**config.mk**
```make
export PLATFORM = sky130hd
export DESIGN_NAME = csrs_access
export DESIGN_NICKNAME = d
export VERILOG_FILES = /design/src/rtl/csrs_access.sv
export SDC_FILE = /design/constraint.sdc
export NUM_CORES = 1
export LEC_CHECK = 0
export CAP_MARGIN = 25
export CORE_MARGIN = 3
export CORE_UTILIZATION = 53
export DETAILED_ROUTE_END_ITERATION = 10
export MAX_ROUTING_LAYER = met4
export PLACE_DENSITY = 0.86
export SKIP_CTS_REPAIR_TIMING = 1
export SLEW_MARGIN = 30
export SYNTH_ARGS = -nofsm -noshare
export SYNTH_HDL_FRONTEND = slang
export SYNTH_SLANG_ARGS = --single-unit
```
**constraint.sdc**
```tcl
create_clock -name CLK -period 4.9 [get_ports CLK]
set_input_delay 0.49 -clock CLK [delete_from_list [all_inputs] [get_ports CLK]]
set_output_delay 0.49 -clock CLK [all_outputs]
set_load 0.05 [all_outputs]
```
**src/rtl/csrs_access.sv**
```systemverilog
// Initiator side of the CSR access bus: one Zicsr instruction at a time.
// It reads the CSR, computes the read-modify-write value, writes it back and returns the old value.
module csrs_access #(
    parameter int unsigned TIMEOUT = 15
) (
    input  logic        CLK,
    input  logic        RST,
    input  logic        REQ_VALID,
    output logic        REQ_READY,
    input  logic [2:0]  REQ_OP,
    input  logic [11:0] REQ_ADDR,
    input  logic [31:0] REQ_RS1,
    input  logic [4:0]  REQ_UIMM,
    input  logic        REQ_RS1_ZERO,
    input  logic        REQ_RD_ZERO,
    input  logic        FLUSH,
    output logic        RDEN,
    output logic [11:0] RADDR,
    input  logic        RVALID,
    input  logic [31:0] RDATA,
    output logic        WREN,
    output logic [11:0] WADDR,
    output logic [31:0] WDATA,
    output logic        RESP_VALID,
    output logic [31:0] RESP_DATA,
    output logic        RESP_ERR
);

    localparam int unsigned AW = 12;
    localparam int unsigned DW = 32;
    localparam int unsigned CW = 8;

    localparam logic [1:0] K_ILL = 2'b00;
    localparam logic [1:0] K_RW  = 2'b01;
    localparam logic [1:0] K_RS  = 2'b10;
    localparam logic [1:0] K_RC  = 2'b11;

    // The timeout fires on the WT cycle whose miss would bring the count to TIMEOUT.
    localparam logic [CW-1:0] TO_LAST = CW'(TIMEOUT - 1);

    typedef enum logic [2:0] {
        IDLE,
        RD,
        WT,
        WR,
        RESP
    } state_t;

    state_t        state;
    logic [1:0]    kind_q;
    logic [DW-1:0] src_q;
    logic [DW-1:0] old_q;
    logic          rn_q;
    logic          wn_q;
    logic [CW-1:0] cnt;

    logic [1:0]    req_kind;
    logic [DW-1:0] req_src;
    logic          req_rn;
    logic          req_wn;
    logic          req_err;
    logic          accept;

    // Decode of the incoming request: operand source, read/write needs and legality.
    always_comb begin
        req_kind = REQ_OP[1:0];
        req_src  = REQ_OP[2] ? DW'(REQ_UIMM) : REQ_RS1;
        req_rn   = (req_kind != K_ILL) && ((req_kind != K_RW) || !REQ_RD_ZERO);
        req_wn   = (req_kind == K_RW)
                || ((req_kind != K_ILL)
                    && (REQ_OP[2] ? (REQ_UIMM != 5'd0) : !REQ_RS1_ZERO));
        req_err  = (req_kind == K_ILL) || (req_wn && (REQ_ADDR[11:10] == 2'b11));
    end

    assign REQ_READY = (state == IDLE) && RST && !FLUSH;
    assign accept    = REQ_VALID && REQ_READY;

    function automatic logic [DW-1:0] merge(input logic [1:0]    kind,
                                            input logic [DW-1:0] old,
                                            input logic [DW-1:0] src);
        logic [DW-1:0] res;
        case (kind)
            K_RS:    res = old | src;
            K_RC:    res = old & ~src;
            default: res = src;
        endcase
        return res;
    endfunction

    always_ff @(posedge CLK) begin
        if (!RST) begin
            state      <= IDLE;
            kind_q     <= K_ILL;
            src_q      <= '0;
            old_q      <= '0;
            rn_q       <= 1'b0;
            wn_q       <= 1'b0;
            cnt        <= '0;
            RDEN       <= 1'b0;
            RADDR      <= '0;
            WREN       <= 1'b0;
            WADDR      <= '0;
            WDATA      <= '0;
            RESP_VALID <= 1'b0;
            RESP_DATA  <= '0;
            RESP_ERR   <= 1'b0;
        end else begin
            RDEN       <= 1'b0;
            WREN       <= 1'b0;
            RESP_VALID <= 1'b0;
            RESP_ERR   <= 1'b0;
            RESP_DATA  <= '0;
            case (state)
                IDLE: begin
                    if (accept) begin
                        kind_q <= req_kind;
                        src_q  <= req_src;
                        rn_q   <= req_rn;
                        wn_q   <= req_wn;
                        RADDR  <= AW'(REQ_ADDR);
                        WADDR  <= AW'(REQ_ADDR);
                        if (req_err) begin
                            state      <= RESP;
                            RESP_VALID <= 1'b1;
                            RESP_ERR   <= 1'b1;
                        end else if (req_rn) begin
                            state <= RD;
                            RDEN  <= 1'b1;
                        end else begin
                            state <= WR;
                            WREN  <= 1'b1;
                            WDATA <= merge(req_kind, '0, req_src);
                        end
                    end
                end
                RD: begin
                    if (FLUSH) begin
                        state <= IDLE;
                        RADDR <= '0;
                        WADDR <= '0;
                    end else begin
                        state <= WT;
                        cnt   <= '0;
                    end
                end
                WT: begin
                    // Flush wins over a same-cycle RVALID.
                    if (FLUSH) begin
                        state <= IDLE;
                        RADDR <= '0;
                        WADDR <= '0;
                    end else if (RVALID) begin
                        old_q <= RDATA;
                        if (wn_q) begin
                            state <= WR;
                            WREN  <= 1'b1;
                            WDATA <= merge(kind_q, RDATA, src_q);
                        end else begin
                            state      <= RESP;
                            RESP_VALID <= 1'b1;
                            RESP_DATA  <= RDATA;
                        end
                    end else if (cnt == TO_LAST) begin
                        state      <= RESP;
                        RESP_VALID <= 1'b1;
                        RESP_ERR   <= 1'b1;
                    end else begin
                        cnt <= cnt + CW'(1);
                    end
                end
                WR: begin
                    state      <= RESP;
                    RESP_VALID <= 1'b1;
                    RESP_DATA  <= rn_q ? old_q : '0;
                end
                RESP: begin
                    state <= IDLE;
                    RADDR <= '0;
                    WADDR <= '0;
                end
                default: begin
                    state <= IDLE;
                end
            endcase
        end
    end

endmodule
```
==> metrics.txt <==
Slowest-stage cell, CP=a22o_1; max_cap viols=0; worst path cell trace=clkdlybuf4s50_1, nor2_1, and3_1, buf_4, a22o_1, buf_4, o221ai_1, o221a_1; Setup crit end kind=flip-flop; P_leak=3.17 nW; sequential share of the synthesized area=45.3%; Routed Antenna Nets=0; Max Freq=317 MHz; core box area=12800 sq um; CTS root buf=clkbuf_16; CP max stage delay=0.70 ns; crit start category=primary input; die width=121 um; DP Wirelength=14.0 mm; largest cells by area after synthesis=dfxtp_1 45%, a21oi_1 8.5%, nand2_1 8.0%; full die area=14700 sq um; area grow syn2layout=33.9%; Avg WL per Cell=17.8 um; Seq pwr share=43.9%; overall power=3.04 mW; flop and latch count out of synthesis=159; Final Max Tran Viols=0; worst path required time=5.21 ns; synth unique cells=52; YS warnings=0; Num Clock Sinks=159; # DRC=0; I/O Buffers=183; GP Congestion=0.874; status=completed; DRT iter0 DRCs=758; Worst slew margin=46.0%; EDFF count, synth=0; I/O Pins=184; row count=41; final setup skew=0.00505 ns; diode count=0; hold_ws=0.454 ns; maximum root-to-sink buffer count=2; sw power=742 uW; Period minus WS final=3.16 ns; DR vias/cell=5.93; via count=6880; die height=121 um; clock share of power=44.3%; combinational share of power=11.8%; Mapped Cells=849; RSZ-0062 raised after global routing=no; # nets final=1069; CTS Buf Count=17; area of the mapped netlist=7030 sq um; Post-synth top flop=dfxtp_1; # fillers=932; crit-path max FO=33; Synth top cells by count=159 x dfxtp_1, 150 x nand2_1, 120 x a21oi_1, 74 x nor2_1, 58 x clkbuf_1; drt first pass iters=5; count leader, synth=dfxtp_1; CP arrival=3.47 ns; ys async rst share=0%; initial antenna violation count=0; Synth top area share=45.3%; Post-Syn Area per Cell=8.28 sq um; Slew @ Worst Pin=0.810 ns; area leader, netlist=dfxtp_1; Setup TNS=0 ns; total wire length=20.6 mm; VDD IR-drop max=0.000247 V; post-synthesis net count=942; clk slew on worst S/H paths=0.06 ns; share of cells above drive strength 1=8.80%; Setup Crit Path Kind=primary input to flip-flop; Pint=2.30 mW; most frequent CP cell=buf_4; vias in the first global route=6465; Final Hold Viols=0; worst min-delay path class=flip-flop to flip-flop; All-Layer GR Usage=28.7%; Reg area=3180 sq um; Worst-Skew Late Latency=0.42 ns; starting density of the core=55.0%; area of the multi-input gates=3430 sq um; global route total overflow=0; largest net degree at the start of global routing=96; switch share=24.4%; htree depth=4; Pwr Density=323 nW/um^2; CTS tree=done; Tcrit/Tclk final=64.5%; number of setup violations in the final report=0; first-pass GRT wire length=32.8 mm
power by group through the flow:
stage | clock network [mW] | registers (mW) | logic (mW)
final | 1.34 | 1.33 | 0.360
after floorplan | 0 | 1.40 | 0.163
after CTS | 1.36 | 1.33 | 0.356
after global placement | 0 | 1.36 | 0.348
after detailed placement | 0 | 1.36 | 0.353
after global routing | 1.41 | 1.33 | 0.381
layout by cell type, fill, tap and decap left out, types with 12 or more instances in the layout:
master,instances
a211oi_2,30
a21oi_1,120
a22oi_1,34
a32oi_1,25
and3_1,31
buf_4,12
clkbuf_16,17
clkdlybuf4s50_1,183
dfxtp_1,159
nand2_1,148
nand3_1,15
nor2_1,74
o21ai_0,35
through the flow:
stage	cells	worst slack (ns)	cell area [sq um]	util [%]
after floorplan	849	2.84	7030	-
after global placement	1128	1.51	8760	68.6
after detailed placement	1129	1.42	8800	68.9
after CTS	1161	1.82	9410	73.7
after global routing	1161	1.56	9410	73.7
final	1161	1.74	9410	73.7
final cells by class:
type,count,area share [%]
multi-input cells,596,36.4
flip-flops and latches,159,33.8
repair buffers,196,20.7
clock buffers,21,5.00
well taps,172,2.29
clock inverters,11,1.45
inverters,6,0.292
worst max-delay path: cells and delay by family:
family | cells | cell delay, ns
AO/OA/AOI/OAI | 3 | 1.09
buffers and inverters | 3 | 1.17
AND/OR/NAND/NOR | 2 | 0.71
cell families after synthesis:
logic type	Yosys count	synth area share, %
and+or+nand+nor	306	19.5
AOI/OAI and AO/OA	278	27.3
DFF	159	45.3
buffers and inverters	94	6.23
muxes	6	0.854
xor gates and xnor gates	4	0.498
adders and majority gates	2	0.356
worst paths after layout:
path	startpoint	to	slack, ns	cells after the start
worst max-delay path	FLUSH	WDATA[3]	1.74	8
worst min-delay path	old_q[14]	old_q[14]	0.45	2
worst min register to register	old_q[14]	old_q[14]	0.45	2
worst max register to register	state[1]	WDATA[3]	1.75	7
sequential cells by signal, summed over array words and instances (netlist names), 2 cells and up:
register	cells
state	3
src_q	32
RESP_DATA	32
WDATA	32
cnt	8
kind_q	2
old_q	32
WADDR	12
per-layer routing:
metal	global-route usage, %	up-vias	routed length [um]
met5	-	-	0
met4	9.80	0	514
met3	7.69	44	1940
met2	45.4	358	9860
met1	35.8	3202	8330
li1	-	3276	-
Note: power is estimated with default switching activity, not from simulation.
